===== config.mk =====
export PLATFORM = sky130hd
export DESIGN_NAME = branch_unit
export DESIGN_NICKNAME = d
export VERILOG_FILES = /design/src/rtl/branch_unit.sv
export SDC_FILE = /design/constraint.sdc
export NUM_CORES = 1
export LEC_CHECK = 0
export CAP_MARGIN = 20
export CORE_AREA = 2 2 187 189
export DETAILED_ROUTE_END_ITERATION = 10
export DIE_AREA = 0 0 189 191
export PLACE_DENSITY = 0.77
export SLEW_MARGIN = 20
export SYNTH_ARGS = -nofsm -noshare
export SYNTH_HDL_FRONTEND = slang
export SYNTH_SLANG_ARGS = --single-unit
export TNS_END_PERCENT = 5

===== constraint.sdc =====
create_clock -name clk -period 8.4 [get_ports clk]
set_input_delay 1.26 -clock clk [delete_from_list [all_inputs] [get_ports clk]]
set_output_delay 1.26 -clock clk [all_outputs]
set_load 0.005 [all_outputs]

===== src/rtl/branch_unit.sv =====
// branch_unit: EX-stage conditional branch resolver with bimodal 2-bit predictor and stats
// Ports: clk/reset (async, active-high); if_pc -> if_pred_taken (combinational lookup);
//   ex_* describe the EX branch (accepted when ex_valid & ~ex_flush);
//   res_* are one-cycle registered resolve pulses; stat_* count branches and mispredicts.
module branch_unit #(
  parameter int XLEN        = 64,
  parameter int PC_W        = 64,
  parameter int BHT_ENTRIES = 64,
  parameter int CNT_W       = 32
) (
  input  logic              clk,
  input  logic              reset,
  input  logic [PC_W-1:0]   if_pc,
  output logic              if_pred_taken,
  input  logic              ex_valid,
  input  logic              ex_flush,
  input  logic [PC_W-1:0]   ex_pc,
  input  logic [2:0]        ex_funct3,
  input  logic [XLEN-1:0]   ex_rs1,
  input  logic [XLEN-1:0]   ex_rs2,
  input  logic [PC_W-1:0]   ex_target,
  input  logic              ex_pred_taken,
  output logic              res_valid,
  output logic              res_taken,
  output logic              res_mispredict,
  output logic [PC_W-1:0]   res_redirect_pc,
  output logic              res_illegal,
  output logic [CNT_W-1:0]  stat_branches,
  output logic [CNT_W-1:0]  stat_mispredicts
);
  localparam int IDX_W = $clog2(BHT_ENTRIES);
  logic [1:0]       r_bht [BHT_ENTRIES];
  logic [IDX_W-1:0] w_if_idx, w_ex_idx;
  logic [1:0]       w_ctr, w_ctr_nxt;
  logic             w_cmp, w_illegal, w_taken, w_acc, w_mis;
  logic             w_unused_if;
  assign w_unused_if   = ^if_pc;
  assign w_if_idx      = if_pc[IDX_W+1:2];
  assign w_ex_idx      = ex_pc[IDX_W+1:2];
  assign if_pred_taken = r_bht[w_if_idx][1];
  always_comb begin
    w_cmp     = ex_funct3[2] ? (ex_funct3[1] ? (ex_rs1 < ex_rs2) : ($signed(ex_rs1) < $signed(ex_rs2)))
                             : (ex_rs1 == ex_rs2);
    w_illegal = ex_funct3[2:1] == 2'b01;
    w_taken   = !w_illegal && (w_cmp ^ ex_funct3[0]);
    w_acc     = ex_valid && !ex_flush;
    w_mis     = !w_illegal && (w_taken != ex_pred_taken);
    w_ctr     = r_bht[w_ex_idx];
    w_ctr_nxt = w_taken ? ((w_ctr == 2'b11) ? w_ctr : w_ctr + 2'd1)
                        : ((w_ctr == 2'b00) ? w_ctr : w_ctr - 2'd1);
  end
  always_ff @(posedge clk or posedge reset) begin
    if (reset) begin
      res_valid        <= 1'b0;
      res_taken        <= 1'b0;
      res_mispredict   <= 1'b0;
      res_redirect_pc  <= '0;
      res_illegal      <= 1'b0;
      stat_branches    <= '0;
      stat_mispredicts <= '0;
      for (int i = 0; i < BHT_ENTRIES; i++) r_bht[i] <= 2'b01;
    end else begin
      res_valid       <= w_acc;
      res_taken       <= w_acc && w_taken;
      res_mispredict  <= w_acc && w_mis;
      res_redirect_pc <= !w_acc ? '0 : w_taken ? ex_target : ex_pc + PC_W'(4);
      res_illegal     <= w_acc && w_illegal;
      if (w_acc) stat_branches <= stat_branches + CNT_W'(1);
      if (w_acc && w_mis) stat_mispredicts <= stat_mispredicts + CNT_W'(1);
      if (w_acc && !w_illegal) r_bht[w_ex_idx] <= w_ctr_nxt;
    end
  end
endmodule


Word-level counts from Yosys, hierarchy flattened:

Cells that the tools add are included.

* output and inout bits: 133
* bits in registers: 260
* word-level logic and storage cells: 115

* $lt $le $gt $ge: 5
* $add $sub $neg: 5
* bitwise operators: 3
* mux-type cells: 16
* reduce and logical (&&, ||, !) cells: 11
* equal/unequal tests: 4

Operators by type and width (number)
* bitwise mux 128 bit: 1
* less-than comparator 64 bit: 2
* two-way mux 64 bit: 2
* adder 32 x 1 -> 32 bit (second input constant): 2
* adder 64 x 3 -> 64 bit (second input constant): 1
* == test 64 bit: 1
* binary-select mux 2 bit (select 6 bit): 2
* two-way mux 2 bit: 8
* greater-or-equal comparator 7 bit (second input constant): 2
* NOT 6 -> 7 bit: 2
* demux 2 bit (select 6 bit): 1
* logical AND 1 bit: 8
* less-than comparator 7 x 1 -> 1 bit (second input constant): 1
* adder 2 x 1 -> 2 bit (second input constant): 1
* == test 2 x 1 -> 1 bit (second input constant): 1
* == test 2 bit (second input constant): 1
* zero test 1 bit: 2
* zero test 2 bit: 1
* two-way mux 1 bit: 2
* subtractor 2 x 1 -> 2 bit (second input constant): 1
* inequality test 1 bit: 1
* bitwise XOR 1 bit: 1

Longest topological paths before layout:

* depth after elaboration: 8
* depth in mapped cells: 15

Least setup slack after synthesis:

No wires, ideal clock.

* path type: input to output
* start: in if_pc[2]
* end: out if_pred_taken
* path buffers: 2
* setup slack: 3468 ps
* data arrival time: 3672 ps
* cell stages on the path: 5
* cells stage by stage: clkbuf_1 buf_1 mux4_2 mux4_2 mux4_2

* longest elaborated chain between the ends: 4

Ends and longest elaborated chain
* start, declared: line 13 `input logic [PC_W-1:0] if_pc,`
* NOT 6 -> 7 bit (not written as such): line 40 `assign if_pred_taken = r_bht[w_if_idx][1];`
* binary-select mux 2 bit (select 6 bit): line 40
* two-way mux 2 bit (not written as such) (2 in series): line 40
* end, declared: line 14 `output logic if_pred_taken,`

No other way between the ends. The select of a mux whose other input is x is not followed.

Worst setup path in the final report:

* start: in if_pc[3]
* end: out if_pred_taken

The elaborated chain is that of the path after synthesis.

==> results.cfg <==
[synthesis]
yosys_warnings = 0
post-synth-top-area-fraction_pct = 33.89
synth_edf_count = 0
synth_area_leaders = sky130_fd_sc_hd__dfrtp_1, sky130_fd_sc_hd__dfstp_2, sky130_fd_sc_hd__nor2_1
ffs_latches_synth = 260
synth_area_um2 = 14470
synth_seq_area_share_pct = 45.51
yosys-top-cells-count = sky130_fd_sc_hd__nor2_1, sky130_fd_sc_hd__dfrtp_1, sky130_fd_sc_hd__a21oi_1
netlist-cell-type-count = 57
synth.largest_area_cell = sky130_fd_sc_hd__dfrtp_1
average_size_of_a_mapped_cell_um2 = 9.452
synth_ff_type = sky130_fd_sc_hd__dfrtp_1
syn-num-nets = 1926
synth.most_common_cell = sky130_fd_sc_hd__nor2_1
postSynthCellCount = 1531
async_flop_share_pct = 100.0

[min_path]
hold_path.class = reg2reg
hp-start = r_bht[56]$_DFFE_PP1P_

[clocking]
ctsResizeCount = 0
cts_max_path_buffers = 3
numCtsBuffers = 29
numClockSinks = 260
worst_skew_pair.late_latency_ps = 540
cts_tree = done
cts.hold.buffers_added = 0
post_cts.repair.setup_buffers = 0
clkSlewWorstSetupHoldPaths_ps = 60
clk_root_buf = sky130_fd_sc_hd__clkbuf_16
htreeDepth = 1

[timing]
layout_min_cycle_time_ps = 5554
setup_viol = 0
rsz0062_at_grt = no
report.final.slew_viol_count = 0
clock-skew-final_ps = 8.895
finalHoldViolations = 0
relSlewSlack_pct = 23.02
fin_setup_tns_ps = 0
final.setup.worst_slack_ps = 2846
tightestPinTransition_ps = 1155
period_share_pct = 66.12
fmax_ghz = 0.1800
hold-worst-slack_ps = 473.1

[global_routing]
gr-max-usage-layer = met2
grt_max_degree = 184
m3_gr_usage_pct = 3.965
groute.layer.met2.usage_pct = 47.20
first_global_vias = 13210
overflow = 0
antenna_found_initial = 3
grt_pass1_wl_um = 75800
grt_util_all_layers_pct = 27.07
grt.met1_usage_pct = 32.56

[floorplan]
pin_count = 461
start_util_pct = 42.42
die_width_um = 189
design.die.area_um2 = 36100
dieHeight_um = 191
core_region_area_um2 = 34120
rows = 68

[cells_and_area]
fin_cells = 2394
area_growth_syn_to_layout_pct = 37.27
drive_gt1_share_pct = 9.189
fin_util_pct = 58.23
num-nets-final = 2310

[critical_path]
worst-setup-path-type = in2out
setup.worst_path.end_class = primary output
startpoint_type = input pin
critPathMaxFanout = 16
cp.arrival_ps = 4290
worst_setup_path_startpoint = if_pc[3]
regToRegStartpoint = r_bht[79]$_DFFE_PP0P_
critical_path_required_ps = 7140

[place]
port-buffer-count = 402
dp.final_hpwl_um = 37490
gp_congestion = 0.9521
dp.cells = 2339
dpl_worst_slack_ps = 2591

[drt]
via_count = 13270
ant_nets = 0
remaining_drc_errors = 0
drt_iter0_markers = 962
drt-wirelength-per-cell_um = 20.88
total_wire_length_um = 49990
drt_pre_antenna_iters = 5
drt-vias-per-instance = 5.541

[power]
peakVddDrop_uv = 158.7
pwr_per_cell_area_nw_per_um2 = 173.1
total_leakage_power_nw = 8.304

[run]
count_of_max_cap_constraint_violations = 0

[outcome]
status = complete, no violations
==> critical path, stage by stage <==
cell and delay [ps]:
sky130_fd_sc_hd__clkdlybuf4s50_1 1110, sky130_fd_sc_hd__mux4_2 450, sky130_fd_sc_hd__mux4_2 500, sky130_fd_sc_hd__mux4_2 510, sky130_fd_sc_hd__clkdlybuf4s50_1 470
==> registers in the layout, summed over array words and instances, names as in the netlist <==
register          count
stat_mispredicts     32
res_taken             1
r_bht               128
stat_branches        32
res_illegal           1
res_redirect_pc      64
res_valid             1
res_mispredict        1
==> worst paths after layout <==
path                       cells past startpoint                            end  slack (ps)
max reg2reg                                    9          r_bht[90]$_DFFE_PP1P_        5370
max in group asynchronous                      3          r_bht[27]$_DFFE_PP0P_        5720
min in group asynchronous                      2  stat_branches[21]$_DFFE_PP0P_        1170
min reg2reg                                    2          r_bht[56]$_DFFE_PP1P_         470
min                                            2          r_bht[56]$_DFFE_PP1P_         470
max                                            5                  if_pred_taken        2850
==> where the power goes <==
part / switching (mW) / internal, mW
combinational: 0.358 / 0.352
clock: 0.517 / 0.728
sequential: 0.0904 / 1.39
total: 0.966 / 2.47
==> metrics by stage <==
step	total power, mW	instance area (µm²)
detailed placement	2.209	18920
global placement	2.187	18920
finish	3.439	19870
floorplan	1.830	14470
global route	3.587	19870
CTS	3.457	19860
==> kinds of logic (layout without fill, tap and decap cells) <==
kind of cell	Yosys count	count (layout)	share of synthesized area, %
other	0	2	0
XOR/XNOR	127	127	7.686
AND/OR/NAND/NOR	579	579	18.87
flip-flops	260	260	45.51
buffers and inverters	147	553	4.271
multiplexers	25	25	3.545
AO/OA/AOI/OAI	325	325	14.26
adder cells (fa/ha/maj)	68	68	5.862
==> layer usage <==
layer | wire, µm | vias to the layer above
li1 | - | 6190
met1 | 18750 | 6349
met2 | 24680 | 586
met3 | 3580 | 138
met4 | 2962 | 2
met5 | 13 | -
==> layout make-up <==
cell class | instances | area [µm²]
clock inverter | 11 | 93.84
multi-input combinational | 1124 | 7302
inverter | 84 | 322.8
clock buffer | 42 | 844.6
sequential | 260 | 6586
antenna | 2 | 5.005
tap | 455 | 569.3
timing repair buffer | 416 | 4141
fill | 2870 | 14250
==> cells in the final DEF (no fill, tap or decap), types with 6 or more instances in the layout <==
| cell | count |
|---|---|
| sky130_fd_sc_hd__clkbuf_1 | 6 |
| sky130_fd_sc_hd__a221oi_1 | 11 |
| sky130_fd_sc_hd__nor3_1 | 17 |
| sky130_fd_sc_hd__xor2_1 | 69 |
| sky130_fd_sc_hd__nor2_1 | 282 |
| sky130_fd_sc_hd__inv_1 | 82 |
| sky130_fd_sc_hd__dfstp_2 | 64 |
| sky130_fd_sc_hd__a22o_1 | 13 |
| sky130_fd_sc_hd__clkbuf_16 | 29 |
| sky130_fd_sc_hd__and3_1 | 17 |
| sky130_fd_sc_hd__clkdlybuf4s50_1 | 402 |
| sky130_fd_sc_hd__clkinv_2 | 6 |
| sky130_fd_sc_hd__nand2_1 | 96 |
| sky130_fd_sc_hd__xnor2_1 | 58 |
| sky130_fd_sc_hd__dfrtp_1 | 196 |
| sky130_fd_sc_hd__and4_1 | 8 |
| sky130_fd_sc_hd__nand4_1 | 50 |
| sky130_fd_sc_hd__mux4_2 | 21 |
| sky130_fd_sc_hd__a22oi_1 | 47 |
| sky130_fd_sc_hd__ha_1 | 67 |
| sky130_fd_sc_hd__a21oi_1 | 144 |
| sky130_fd_sc_hd__buf_4 | 13 |
| sky130_fd_sc_hd__clkbuf_8 | 7 |
| sky130_fd_sc_hd__nor4_1 | 10 |
| sky130_fd_sc_hd__o21ai_0 | 22 |
| sky130_fd_sc_hd__nand3_1 | 55 |
| sky130_fd_sc_hd__a31oi_1 | 10 |
| sky130_fd_sc_hd__a211oi_1 | 57 |
Note: power is estimated with default switching activity, not from simulation.
